<file path="src/rtl/polaris_bus_pkg.sv">
// polaris_bus_pkg: shared bus FSM state encoding and transfer size codes
package polaris_bus_pkg;
  localparam logic [1:0] ST_IDLE = 2'b00;
  localparam logic [1:0] ST_IGNT = 2'b01;
  localparam logic [1:0] ST_DGNT = 2'b10;
  localparam logic [1:0] SIZ_B = 2'b00;
  localparam logic [1:0] SIZ_H = 2'b01;
  localparam logic [1:0] SIZ_W = 2'b10;
  localparam logic [1:0] SIZ_D = 2'b11;
endpackage

</file>
<file path="src/rtl/bus_arbiter.sv">
// bus_arbiter: arbitrates I-fetch and D-access masters onto one bus (fixed D priority).
// Define ARB_RR_EN to alternate grants on simultaneous requests instead.
module bus_arbiter
  import polaris_bus_pkg::*;
#(
  parameter int ADR_W = 64
) (
  input  logic             clk_i,
  input  logic             reset_i,
  input  logic [ADR_W-1:0] iadr_i,
  input  logic [1:0]       isiz_i,
  output logic             iack_o,
  output logic [31:0]      idat_o,
  input  logic [ADR_W-1:0] dadr_i,
  input  logic [63:0]      ddat_i,
  output logic [63:0]      ddat_o,
  input  logic             dwe_i,
  input  logic             dcyc_i,
  input  logic             dstb_i,
  input  logic [1:0]       dsiz_i,
  input  logic             dsigned_i,
  output logic             dack_o,
  output logic [ADR_W-1:0] madr_o,
  output logic [63:0]      mdat_o,
  input  logic [63:0]      mdat_i,
  output logic             mwe_o,
  output logic             mcyc_o,
  output logic             mstb_o,
  output logic             msigned_o,
  output logic [1:0]       msiz_o,
  input  logic             mack_i,
  output logic [1:0]       gnt_o
);
  logic [1:0] state, next;
  logic ireq, dreq, d_first, ig, dg;
  assign ireq = |isiz_i;
  assign dreq = dcyc_i;
`ifdef ARB_RR_EN
  logic last_d;
  assign d_first = !last_d;
  always_ff @(posedge clk_i)
    if (reset_i) last_d <= 1'b0;
    else if (state == ST_IDLE && next != ST_IDLE) last_d <= next == ST_DGNT;
`else
  assign d_first = 1'b1;
`endif
  always_comb
    next = state == ST_IDLE ? (dreq && (d_first || !ireq) ? ST_DGNT : ireq ? ST_IGNT : ST_IDLE)
         : state == ST_DGNT ? (dreq ? ST_DGNT : ST_IDLE)
         : state == ST_IGNT ? (mack_i || !ireq ? ST_IDLE : ST_IGNT)
         : ST_IDLE;
  always_ff @(posedge clk_i)
    if (reset_i) state <= ST_IDLE;
    else state <= next;
  assign ig = state == ST_IGNT;
  assign dg = state == ST_DGNT;
  assign gnt_o = state;
  assign madr_o = dg ? dadr_i : ig ? iadr_i : '0;
  assign mdat_o = dg ? ddat_i : '0;
  assign mwe_o = dg & dwe_i;
  assign mcyc_o = dg ? dcyc_i : ig & ireq;
  assign mstb_o = dg ? dstb_i : ig & ireq;
  assign msiz_o = dg ? dsiz_i : ig ? isiz_i : '0;
  assign msigned_o = dg & dsigned_i;
  // acks are gated by the owner's live request so a dropped cycle never sees a late ack
  assign dack_o = dg & dcyc_i & mack_i;
  assign ddat_o = dg ? mdat_i : '0;
  assign iack_o = ig & ireq & mack_i;
  assign idat_o = ig ? (iadr_i[2] ? mdat_i[63:32] : mdat_i[31:0]) : '0;
endmodule

</file>
<file path="config.mk">
export PLATFORM = sky130hd
export DESIGN_NAME = bus_arbiter
export DESIGN_NICKNAME = d
export VERILOG_FILES = /design/src/rtl/polaris_bus_pkg.sv /design/src/rtl/bus_arbiter.sv
export SDC_FILE = /design/constraint.sdc
export NUM_CORES = 1
export LEC_CHECK = 0
export BUFFER_PORTS_ARGS = -buffer_cell sky130_fd_sc_hd__buf_4
export CORE_AREA = 2 2 192 194
export DETAILED_ROUTE_END_ITERATION = 7
export DIE_AREA = 0 0 194 196
export GPL_TIMING_DRIVEN = 0
export SYNTH_ARGS = -nofsm -noshare
export SYNTH_HDL_FRONTEND = slang
export SYNTH_SLANG_ARGS = --single-unit
</file>
<file path="constraint.sdc">
create_clock -name clk_i -period 2.1 [get_ports clk_i]
set_input_delay 0.315 -clock clk_i [delete_from_list [all_inputs] [get_ports clk_i]]
set_output_delay 0.315 -clock clk_i [all_outputs]
set_load 0.01 [all_outputs]
</file>
# Word level (Yosys, flattened, before mapping)
# Index checks and enable logic that the tools add are counted.
dict set report word_totals {
  register_bits 2
}
dict set report op_classes {
  n_eq_ne 2
  n_mux 17
  bitwise_logic 6
  reduce_logical 4
}
# cell count
set op_table {}
lappend op_table {{64-bit 2-to-1 mux} 4}
lappend op_table {{32-bit 2-to-1 mux} 2}
lappend op_table {{2-bit 2-to-1 mux} 6}
lappend op_table {{1-bit AND} 6}
lappend op_table {{1-bit 2-to-1 mux} 5}
lappend op_table {{2-bit by 1-bit equality test with 1-bit output (second input constant)} 1}
lappend op_table {{2-bit equality test (second input constant)} 1}
lappend op_table {{2-bit logical NOT} 1}
lappend op_table {{2-bit OR reduction} 1}
lappend op_table {{1-bit logical NOT} 1}
lappend op_table {{1-bit logical OR} 1}

# Longest topological paths before layout
dict set report logic_depth {
  ltp_word 7
  ltp_mapped 5
}

# Worst setup path before layout
# OpenSTA, ideal clock, no wires.
dict set report synth_timing {
  path_kind {register -> output}
  from {reg state[1] (netlist: gnt_o[1])}
  to {out ddat_o[29]}
  arrival_time_ns 1.164
  setup_slack_ns 0.621
  path_stages_with_launch 6
  path_buffers 3
  cell_sequence {dfxtp_1 nor2b_1 buf_4 buf_4 clkbuf_2 and2_1}
}
dict set report synth_via {
  elab_chain_cells 2
}
# item line_no
set synth_lines {}
lappend synth_lines {{start: declaration} bus_arbiter.sv:34} ;# logic [1:0] state, next;
lappend synth_lines {{start signal: assignment} bus_arbiter.sv:54} ;# else state <= next;
lappend synth_lines {{2-bit equality test} bus_arbiter.sv:56} ;# assign dg = state == ST_DGNT;
lappend synth_lines {{64-bit 2-to-1 mux} bus_arbiter.sv:67} ;# assign ddat_o = dg ? mdat_i : '0;
lappend synth_lines {{end: declaration} bus_arbiter.sv:16} ;# output logic [63:0] ddat_o,
# No other way between the ends.

# Worst setup path after layout
dict set report layout_timing {
  from {reg state[1] (netlist: gnt_o[1])}
  to {out ddat_o[60]}
}
# The elaborated chain is that of the path after synthesis.

==> impl_metrics.tcl <==
set metrics [dict create \
    overflow 0 \
    r2r_cells 2 \
    powerDensity_nw_per_um2 258 \
    ys.flop_type "dfxtp_1" \
    worst_ir_drop_vdd_mv 0.252 \
    p_leak_uw 0.00363 \
    critPathArrivalTime_ps 1660 \
    cts_root_buf "clkbuf_16" \
    place_area_um2 6480 \
    hpwlAfterDp_mm 19.4 \
    netlist_instances 311 \
    hold_viol_final 0 \
    synth_edf_count 0 \
    synth_top_family_by_area "simple AND/OR/NAND/NOR gates" \
    crit_path_cell_trace "nor2b_2 > buf_6 > buf_8 > buf_4 > and2_1 > buf_4" \
    crit_required_ps 1780 \
    rsz0062_at_grt "no" \
    hold_path_class "primary input to flop" \
    dr.pass1.iters 4 \
    grt_busiest_layer "met2" \
    start_util 0.0596 \
    maxCapViolCount 0 \
    finalSetupTns_ps 0 \
    p_seq_frac 0.027 \
    synthMuxAreaShare 0.149 \
    die_w_um 194 \
    rr_startpoint "gnt_o[0]" \
    switching_share 0.374 \
    die_y_um 196 \
    cp-end-kind "output pin" \
    syn_nets 578 \
    gp_congestion 0.904 \
    synthAdderAreaFrac 0 \
    grt_max_degree 11 \
    core_area_um2 36100 \
    layout.cells.non_filler 1281 \
    startpoint "gnt_o[1]" \
    grt_pass1_wl_mm 29.6 \
    clockBufferDepth 2 \
    synth-seq-area-share 0.0186 \
    synth.most_common_cell "and2_1" \
    reg2reg_slack_ps 1290 \
    crit_buf_inv 4 \
    boundaryPins 501 \
    yosys.area_share.xor_xnor 0 \
    tightest_slew_ps 603 \
    p_sw_uw 638 \
    status "complete, no violations" \
    crit_top_cell "buf_4" \
    grt_use_met2 0.191 \
    netlist.area_leader.share 0.378 \
    seq_area_um2 41.3 \
    fillers 4077 \
    antenna_left 0 \
    numPlacedInstances 1278 \
    finalWirelength_mm 21.9 \
    fin_nets 1081 \
    first_iter_violations 128 \
    postLayoutCoreUtil 0.183 \
    die_area_um2 38000 \
    portBuffers 499 \
    num_rows 70 \
    yosysWarnings 0 \
    largest_reg_flops 2 \
    drc 0 \
    fin_worst_skew_ps 1.55 \
    async_reset_ff_frac 0 \
    clock.fmax_mhz 507 \
    min_to "gnt_o[1]" \
    final_cell_area_um2 6610 \
    clock-sinks 2 \
    grt_use_met1 0.122 \
    criticalPathCategory "flop to output pin" \
    cts_tree "done" \
    worst_setup_path_start_kind "flop" \
    holdWs_ps 253 \
    synth.distinct_cells 16 \
    num_vias 4328 \
    ys_top_cells_by_area "and2_1 (38%), a22o_1 (27%), mux2i_1 (15%)" \
    slew_headroom 0.596 \
    post_cts_buffers 0 \
    cp_top_family "buffers and inverters" \
    r2r-end "gnt_o[0]" \
    cp_max_fo 10 \
    hold_depth 2 \
    via_per_inst 3.38 \
    avgSynthCellArea_um2 6.92 \
    path_clk_slew_ps 30 \
    wl_per_cell_um 17.1 \
    ys_top_cells_by_count "and2_1 (130), a22o_1 (66), nor2_1 (33), mux2i_1 (32), buf_2 (15)" \
    antenna_found_initial 2 \
    clock_latency_ps 220 \
    cp_slowest_stage_delay_ps 380 \
    min_period_ps 1970 \
    final_max_slew_viol_count 0 \
    synth_compound_area_frac 0.281 \
    synth_seq_cells 2 \
    clkPwrFrac 0.168 \
    grt_pass1_vias 4374 \
    crit_slowest_cell "dfxtp_2" \
    synth-simple-area-share 0.459 \
    cts-buffers-inserted 3 \
    met3_usage 0.0241 \
    yosysTopAreaCell "and2_1" \
    p_comb_frac 0.805 \
    netlist_area_um2 2150 \
    grt_util_all_layers 0.105 \
    multiInputGateArea_um2 1920 \
    layout-drive-gt1-share 0.666 \
    p_int_uw 1070 \
    min_period_over_period 0.940 \
    min-delay-start "reset_i" \
    area_growth_pct 207 \
    h-tree-depth 1 \
    setup_violations 0 \
]
## cell type report
class | instances | area share
Multi-Input combinational cell | 272 | 0.291
Tap cell | 468 | 0.0886
Timing Repair Buffer | 499 | 0.567
Clock buffer | 3 | 0.0114
Antenna cell | 1 | 0.000379
Sequential cell | 2 | 0.00625
Buffer | 36 | 0.0356
## power by group through the flow
stage | combinational (µW) | sequential (µW) | clock, µW
3_5_place_dp | 1370 | 44.9 | 0
3_3_place_gp | 1370 | 44.5 | 0
4_1_cts | 1390 | 44.8 | 288
2_1_floorplan | 465 | 45.3 | 0
6_report | 1370 | 45.8 | 287
5_1_grt | 1460 | 46.3 | 296
## cell families (layout without fill, tap and decap cells)
family / Yosys count / in the layout
flip-flops: 2 / 2
buffers and inverters: 37 / 538
AND/OR/NAND/NOR: 171 / 171
other: 0 / 1
multiplexers: 32 / 32
AO/OA/AOI/OAI: 69 / 69
## cell usage in the layout, fill, tap and decap left out
master	instances
dfxtp_1	1
nor3_1	1
nor2b_2	1
buf_2	16
clkbuf_16	3
buf_6	2
diode_2	1
nor2_1	33
clkbuf_4	1
nor2b_1	2
clkbuf_8	1
buf_4	508
clkbuf_1	1
dfxtp_2	1
buf_8	1
nor2b_4	1
nor3b_1	1
nand2b_2	1
and2_1	130
clkbuf_2	5
a211o_1	1
a22o_1	66
and3_1	1
mux2i_1	32
o2bb2ai_1	2
## how the worst max path moves through the flow
| stage | end | cells after the start |
|---|---|---|
| 2_1_floorplan | ddat_o[29] | 5 |
| 3_3_place_gp | ddat_o[51] | 5 |
| 3_5_place_dp | ddat_o[51] | 5 |
| 4_1_cts | ddat_o[44] | 6 |
| 5_1_grt | ddat_o[40] | 6 |
| 6_report | ddat_o[60] | 6 |
## what timing repair did
| action | CTS | global route |
|---|---|---|
| setup endpoints to repair | 179 | 120 |
| gates cloned | 0 | 0 |
| gates resized for setup | 15 | 9 |
| hold buffers | 0 | 0 |
## per-stage QoR
stage                     power (µW)  setup slack (ps)
final                           1700               126
after global routing            1800              8.50
after CTS                       1720             -2.00
after detailed placement        1420              -328
after global placement          1410              -350
after floorplan                  510               621
## per-layer routing
layer  vias up  routed length, µm
met5         -                  0
met4         0                580
met3        20               1950
met2       276              11100
met1      1953               8320
li1       2079                  -
## worst register-to-register path: stages (launching register included)
cell and delay (ps):
dfxtp_1 360, a211o_1 270, nor3_1 110
Power figures use the tool's default switching activity.
